$ cat src/rtl/dm_arb_pkg.sv
// rtl/dm_arb_pkg.sv - shared types and width constants for the data-memory arbiter
// Purpose : FSM state and owner encodings plus default data/address widths.
// Ports   : none (package).
package dm_arb_pkg;

    localparam int DATA_W = 16;
    localparam int ADDR_W = 16;

    typedef enum logic [1:0] {
        IDLE   = 2'b00,
        ACCESS = 2'b01,
        RESP   = 2'b10
    } state_t;

    typedef enum logic {
        OWN_CPU = 1'b0,
        OWN_DBG = 1'b1
    } owner_t;

endpackage

$ cat src/rtl/dm_wait_timer.sv
// rtl/dm_wait_timer.sv - wait-state counter that flags the last ACCESS cycle
// Purpose : counts cycles spent in ACCESS; last is high while the count equals WAIT_CYCLES-1.
// Ports   : clk, rst_n (sync, active-low)
//           clr  - zero the count (takes priority over en)
//           en   - advance the count by one
//           last - current cycle is the final wait cycle
module dm_wait_timer
    import dm_arb_pkg::*;
#(
    parameter int WAIT_CYCLES = 1
) (
    input  logic clk,
    input  logic rst_n,
    input  logic clr,
    input  logic en,
    output logic last
);

    // Wide enough to hold WAIT_CYCLES itself, the value the count lands on in RESP.
    localparam int CNT_W = $clog2(WAIT_CYCLES + 1);

    logic [CNT_W-1:0] wcnt;

    always_ff @(posedge clk) begin
        if (!rst_n) begin
            wcnt <= '0;
        end else if (clr) begin
            wcnt <= '0;
        end else if (en) begin
            wcnt <= wcnt + CNT_W'(1);
        end
    end

    assign last = (wcnt == CNT_W'(WAIT_CYCLES - 1));

endmodule

$ cat src/rtl/dm_arbiter.sv
// rtl/dm_arbiter.sv - shares the data memory between the CPU MEM stage and a debug port
// Purpose : arbitrates CPU vs debug, models WAIT_CYCLES memory latency, stalls the CPU until
//           its access completes and forces a debug win after STARVE_LIMIT consecutive CPU wins.
// Ports   : clk, rst_n (sync, active-low)
//           cpu_re/cpu_we/cpu_addr/cpu_wdata -> cpu_rdata, cpu_stall
//           dbg_req/dbg_we/dbg_addr/dbg_wdata -> dbg_gnt, dbg_done, dbg_rdata
//           dm_addr/dm_re/dm_we/dm_wdata -> DM, dm_rdata <- DM
module dm_arbiter
    import dm_arb_pkg::*;
#(
    parameter int DATA_W       = dm_arb_pkg::DATA_W,
    parameter int ADDR_W       = dm_arb_pkg::ADDR_W,
    parameter int WAIT_CYCLES  = 1,
    parameter int STARVE_LIMIT = 4
) (
    input  logic              clk,
    input  logic              rst_n,
    input  logic              cpu_re,
    input  logic              cpu_we,
    input  logic [ADDR_W-1:0] cpu_addr,
    input  logic [DATA_W-1:0] cpu_wdata,
    output logic [DATA_W-1:0] cpu_rdata,
    output logic              cpu_stall,
    input  logic              dbg_req,
    input  logic              dbg_we,
    input  logic [ADDR_W-1:0] dbg_addr,
    input  logic [DATA_W-1:0] dbg_wdata,
    output logic              dbg_gnt,
    output logic              dbg_done,
    output logic [DATA_W-1:0] dbg_rdata,
    output logic [ADDR_W-1:0] dm_addr,
    output logic              dm_re,
    output logic              dm_we,
    output logic [DATA_W-1:0] dm_wdata,
    input  logic [DATA_W-1:0] dm_rdata
);

    localparam int SW = $clog2(STARVE_LIMIT + 1);

    state_t            state, state_next;
    owner_t            owner, owner_next;
    logic [ADDR_W-1:0] addr_q, addr_next;
    logic [DATA_W-1:0] wdata_q, wdata_next;
    logic              we_q, we_next;
    logic [SW-1:0]     starve_cnt, starve_next;
    logic              timer_clr, timer_en, timer_last;
    logic              capture;
    logic              cpu_req, dbg_win;

    dm_wait_timer #(
        .WAIT_CYCLES(WAIT_CYCLES)
    ) u_timer (
        .clk  (clk),
        .rst_n(rst_n),
        .clr  (timer_clr),
        .en   (timer_en),
        .last (timer_last)
    );

    assign cpu_req = cpu_re | cpu_we;
    // Debug takes the slot if it is alone or the CPU has used up its consecutive-win allowance.
    assign dbg_win = dbg_req & (~cpu_req | (starve_cnt == SW'(STARVE_LIMIT)));

    always_comb begin
        state_next  = state;
        owner_next  = owner;
        addr_next   = addr_q;
        wdata_next  = wdata_q;
        we_next     = we_q;
        starve_next = starve_cnt;
        timer_clr   = 1'b0;
        timer_en    = 1'b0;
        capture     = 1'b0;
        case (state)
            IDLE: begin
                if (cpu_req | dbg_req) begin
                    owner_next = dbg_win ? OWN_DBG : OWN_CPU;
                    addr_next  = dbg_win ? dbg_addr : cpu_addr;
                    wdata_next = dbg_win ? dbg_wdata : cpu_wdata;
                    // cpu_re and cpu_we together count as a write.
                    we_next    = dbg_win ? dbg_we : cpu_we;
                    timer_clr  = 1'b1;
                    state_next = ACCESS;
                end
                if (!dbg_req || dbg_win) begin
                    starve_next = '0;
                end else if (starve_cnt != SW'(STARVE_LIMIT)) begin
                    starve_next = starve_cnt + SW'(1);
                end
            end
            ACCESS: begin
                timer_en = 1'b1;
                if (timer_last) begin
                    capture    = 1'b1;
                    state_next = RESP;
                end
            end
            RESP: begin
                state_next = IDLE;
            end
            default: begin
                state_next = IDLE;
            end
        endcase
    end

    // DM strobes, grant and done are registered from the next state so they line up
    // exactly with the ACCESS / RESP cycles.
    always_ff @(posedge clk) begin
        if (!rst_n) begin
            state      <= IDLE;
            owner      <= OWN_CPU;
            addr_q     <= '0;
            wdata_q    <= '0;
            we_q       <= 1'b0;
            starve_cnt <= '0;
            dm_re      <= 1'b0;
            dm_we      <= 1'b0;
            dbg_gnt    <= 1'b0;
            dbg_done   <= 1'b0;
            cpu_rdata  <= '0;
            dbg_rdata  <= '0;
        end else begin
            state      <= state_next;
            owner      <= owner_next;
            addr_q     <= addr_next;
            wdata_q    <= wdata_next;
            we_q       <= we_next;
            starve_cnt <= starve_next;
            dm_re      <= (state_next == ACCESS) && !we_next;
            dm_we      <= (state_next == ACCESS) && we_next;
            dbg_gnt    <= (state_next == ACCESS) && (owner_next == OWN_DBG);
            dbg_done   <= (state_next == RESP) && (owner_next == OWN_DBG);
            if (capture && !we_q) begin
                if (owner == OWN_DBG) begin
                    dbg_rdata <= dm_rdata;
                end else begin
                    cpu_rdata <= dm_rdata;
                end
            end
        end
    end

    assign dm_addr  = addr_q;
    assign dm_wdata = wdata_q;

    // Combinational so the pipeline freezes in the same cycle the request appears.
    assign cpu_stall = cpu_req & ~((state == RESP) & (owner == OWN_CPU));

endmodule

$ cat config.mk
export PLATFORM = sky130hd
export DESIGN_NAME = dm_arbiter
export DESIGN_NICKNAME = d
export VERILOG_FILES = /design/src/rtl/dm_arb_pkg.sv /design/src/rtl/dm_wait_timer.sv /design/src/rtl/dm_arbiter.sv
export SDC_FILE = /design/constraint.sdc
export NUM_CORES = 1
export LEC_CHECK = 0
export ABC_AREA = 0
export BUFFER_PORTS_ARGS = -buffer_cell sky130_fd_sc_hd__buf_2
export CORE_MARGIN = 2
export CORE_UTILIZATION = 40
export CTS_BUF_LIST = sky130_fd_sc_hd__clkbuf_8
export DETAILED_ROUTE_END_ITERATION = 10
export GPL_ROUTABILITY_DRIVEN = 1
export PLACE_DENSITY = 0.78
export SLEW_MARGIN = 15
export SYNTH_ARGS = -nofsm -noshare
export SYNTH_HDL_FRONTEND = slang
export SYNTH_HIERARCHICAL = 1
export SYNTH_SLANG_ARGS = --single-unit
$ cat constraint.sdc
create_clock -name clk -period 2.09 [get_ports clk]
set_clock_uncertainty 0.05 [all_clocks]
set_input_delay 0 -clock clk [delete_from_list [all_inputs] [get_ports clk]]
set_output_delay 0 -clock clk [all_outputs]
set_load 0.03 [all_outputs]
Word level (Yosys, flattened, before mapping). Cells that the tools add are included.

Memories: 0. Flip-flop bits (word level): 76. ROM bits: 0. Output and inout port bits: 69. Memory bits (writable): 0. Input bits: 86. Latch bits: 0. Logic and storage cells: 65.

Equal/unequal tests: 6. Muxes and demuxes: 18. Shift-type cells: 0. Add/subtract/negate cells: 2. Reductions and logical operators: 16. Magnitude comparators: 0. $mul: 0. Bitwise logic cells: 10. Divide/modulo/power cells: 0.

Operators by type and width (count): $mux W16 (2); $mux W1 (11); $reduce_and A2 Y1 (4); $mux W3 (2); $logic_and A1 B1 Y1 (5); $eq A2 B1 Y1 const B (2); $eq A2 B2 Y1 const B (2); $mux W2 (2); $not A1 Y1 (4); $pmux W2 S2 (1); $add A3 B1 Y3 const B (1); $and A1 B1 Y1 (3); $eq A3 B3 Y1 const B (1); $logic_not A1 Y1 (3); $ne A3 B3 Y1 const B (1); $or A1 B1 Y1 (3); $logic_not A2 Y1 (1); $reduce_bool A2 Y1 (1); $reduce_or A2 Y1 (1); $add A1 B1 Y1 const B (1); $logic_or A1 B1 Y1 (1).

Longest topological paths before layout.
Word-level depth: 9. Mapped depth: 6.

Modules after synthesis. Netlist, hierarchy kept.

Modules (own cells, without submodules): dm_arbiter (cells each 372, area each 3480.8 um^2, seq. area each 1501.4 um^2, times used 1); dm_wait_timer (cells each 4, area each 45.0 um^2, seq. area each 20.0 um^2, times used 1).

Least setup slack after synthesis. OpenSTA, ideal clock, no wires.

Path type: reg2reg. From: register starve_cnt[0]. To: register wdata_q[3], in the netlist dm_wdata[3]. Setup slack: 624 ps. Library setup time: 88 ps. Period minus slack after synthesis: 1466 ps. Cell stages (with the launch flop): 7. Data arrival time: 1328 ps. Path buffers: 1. Cells stage by stage: dfxtp_1 inv_1 ha_1 a2bb2oi_4 buf_4 o21ai_0 a311oi_2.

Cells in the longest elaborated chain, start to end: 4.

RTL lines: start, declared (RTL line dm_arbiter.sv:45) `logic [SW-1:0] starve_cnt, starve_next;`; start signal, assigned (RTL line dm_arbiter.sv:129) `starve_cnt <= starve_next;`; $eq A3 B3 Y1 (RTL line dm_arbiter.sv:62) `assign dbg_win = dbg_req & (~cpu_req | (starve_cnt == SW'(STARVE_LIMIT)));`; $or A1 B1 Y1 (RTL line dm_arbiter.sv:62); $and A1 B1 Y1 (RTL line dm_arbiter.sv:62); $mux W16 (RTL line dm_arbiter.sv:79) `wdata_next = dbg_win ? dbg_wdata : cpu_wdata;`; end signal, assigned (RTL line dm_arbiter.sv:127) `wdata_q <= wdata_next;`; end, declared (RTL line dm_arbiter.sv:43) `logic [DATA_W-1:0] wdata_q, wdata_next;`.

Every way passes these cells. A chain may end at the register's enable or synchronous reset.

Final worst setup path.
From: register starve_cnt[0]. To: register wdata_q[0], in the netlist dm_wdata[0].

Same word-level chain as after synthesis.

==> impl_results.md <==
* Buffers on Ports at 154
* Die area at 9581 sq um
* Final GP Congestion at 0.7720
* Root Buffer: clkbuf_8
* Congestion Overflow GR at 0
* Hold Path Class: input pin to flop
* Largest net degree at the start of global routing at 38
* CTS tree: built
* Unique masters post-synth at 40
* Via count of the first global-routing pass at 3864
* Critical R2R Launch: starve_cnt[0]
* Synth top area share at 43.15%
* First-pass DRT Iterations at 5
* Initial Util at 40.83%
* Yosys Warn Count at 6
* Initial antenna violation count at 0
* Kind of start point of the critical path: flop
* CTS Buf Count at 9
* Critical path required time at 2.27 ns
* Synthesized Nets at 464
* Place WS at 0.3376 ns
* WHS Path Cells at 3
* Crit. End Element: flop
* # IOs at 155
* R2r setup slk at 0.25 ns
* Yosys reg bits at 76
* CP startpoint: starve_cnt[0]
* WL final at 11.77 mm
* Mapped cell area at 3526 sq um
* Total core area at 8636 sq um
* Post-CTS Setup Repair Bufs at 0
* Fin crit share at 88.10%
* Final nets at 679
* Worst setup margin at 0.2488 ns
* Crit Path Max Fanout at 35
* Peak supply drop at 444.5 uV
* Die height at 97.89 um
* Number of synthesized flops with an enable pin at 0
* Most frequent cell after synthesis: dfxtp_1
* Drt initial violations at 257
* Clk_lat worst skew at 0.33 ns
* Post-synth top cells: dfxtp_1, nand2_1, nand3_1, mux2i_1, a311oi_1
* N_diodes at 0
* Setup TNS Final at 0 ns
* CP Class: flop to flop
* Avg WL per Cell at 16.72 um
* Area contributors post-synth: dfxtp_1, mux2i_1, a311oi_1
* Synth Area per Inst at 9.377 sq um
* Pwr/cell area at 781.2 nW/um^2
* CTS Buffer Depth at 2
* Reg2reg end: dm_wdata[0]
* Routed Antenna Nets at 0
* Via-to-Cell Ratio at 5.597
* TritonCTS Sinks at 76
* Sequential share of the synthesized area at 43.15%
* Syn Inst Count at 376
* Outcome: finished clean
* # DRC at 0
* Wire length of the first global-routing pass at 18.73 mm
* RSZ-0062 raised after global routing: no
* Final Hold Viols at 0
* Hold_sp: rst_n
* Fmax achieved at 543.1 MHz
* Asr flop ratio synth at 0%
* # setup viols final at 0
* Overall routing resource usage at 23.84%
* Hpwl dp at 6.534 mm
* Horiz. Die Dim at 97.89 um
* Layout cell share with drive strength beyond 1 at 34.06%
* Rel. slew slack at 43.96%
* H-tree levels at 3
* Worst slew pin tran at 0.8392 ns
* Cell taking the most area after synthesis: dfxtp_1
* Leak Pwr at 2.367 nW
* Primary FF master, synth: dfxtp_1
* Worst r2r path cells at 6
* Clk slew on worst S/H paths at 0.08 ns
* Final Critical Period at 1.841 ns
* Row Count at 34
* Final Max Tran Viols at 0
* Vias at 3940
* Max-Cap Viols at 0
* Area grow syn2layout at 49.54%
* End of the worst hold path: cpu_rdata[2]
* Worst EP arrival at 2.02 ns
[critical path, stage by stage, from the launching register on]
cell and delay [ns]:
dfxtp_1 0.36, inv_1 0.07, ha_1 0.28, a2bb2oi_4 0.16
buf_4 0.32, o21ai_0 0.17, a311oi_1 0.32
[per-stage QoR]
| stage | instances | util, % | instance area (sq um) | hold slack (ns) | total power [W] |
|---|---|---|---|---|---|
| global placement | 606 | 48.83 | 4217 | 0.2196 | 0.002675 |
| finish | 704 | 61.05 | 5273 | 0.1118 | 0.004119 |
| global route | 704 | 61.05 | 5273 | 0.1349 | 0.004300 |
| CTS | 704 | 61.05 | 5273 | 0.1059 | 0.004108 |
| floorplan | 376 | - | 3526 | 0.1071 | 0.002425 |
| detailed placement | 606 | 48.83 | 4217 | 0.2323 | 0.002699 |
[metal layers]
metal / global-route usage [%] / part of all wire [%] / vias to the layer above
met1: 28.83 / 39 / 1824
met4: 12.61 / 4.3 / 0
li1: - / - / 1793
met5: 0 / 0 / -
met3: 7.087 / 10 / 52
met2: 38.25 / 47 / 271
[logic make-up after synthesis]
family | Yosys count | synth area share [%]
AO/OA/AOI/OAI | 114 | 23.24
AND/OR/NAND/NOR | 105 | 14.76
flip-flops | 76 | 43.15
buffers and inverters | 46 | 8.800
multiplexers | 32 | 9.085
adder cells (fa/ha/maj) | 2 | 0.7096
XOR/XNOR | 1 | 0.2484
[how the worst max path moves through the flow]
stage / end / slack (ns) / cells past startpoint
after global routing: dm_wdata[8] / 0.07 / 6
after detailed placement: dm_addr[6] / 0.34 / 6
after global placement: dm_addr[15] / 0.41 / 5
after floorplan: dm_wdata[3] / 0.62 / 6
final: dm_wdata[0] / 0.25 / 6
after CTS: dm_addr[6] / 0.31 / 6
[sequential cells by signal, summed over array words and instances (netlist names)]
name and count:
state 2, starve_cnt 3, u_timer/wcnt 1, dm_addr 16
owner 1, dbg_rdata 16, cpu_rdata 16, dm_re 1
dm_wdata 16, dm_we 1, we_q 1, dbg_done 1
dbg_gnt 1
[placed cells by master (no fill, tap or decap), types with 3 or more instances in the layout]
cell / synthesis / routed
inv_1: 4 / 4
a21oi_2: 15 / 15
buf_2: 6 / 154
nand4_1: 3 / 3
clkbuf_8: 0 / 12
o21ai_1: 4 / 4
buf_4: 14 / 7
a311oi_1: 31 / 31
nand3_1: 34 / 34
mux2i_1: 32 / 32
o21ai_0: 29 / 29
dlygate4sd3_1: 0 / 82
a21oi_1: 24 / 24
dfxtp_1: 76 / 76
nand2_1: 52 / 52
[final cells by class]
class | instances | area [sq um]
clock buffer | 12 | 165.2
inverter | 6 | 22.52
tap | 108 | 135.1
timing repair buffer | 244 | 1664
multi-input combinational | 254 | 1694
sequential | 76 | 1521
fill | 677 | 3363
clock inverter | 4 | 70.07
[power by group]
group          internal (W)  switching [W]  total, W
Clock              0.000767       0.000529   0.00130
Sequential          0.00159      0.0000944   0.00168
Combinational      0.000444       0.000697   0.00114
Total               0.00280        0.00132   0.00412
[repair_timing]
action	in CTS	in global routing
setup endpoints to repair	0	0
endpoints found under the hold margin	66	0
gates resized for setup	0	0
hold buffers	82	0
(Power assumes the default switching activity.)
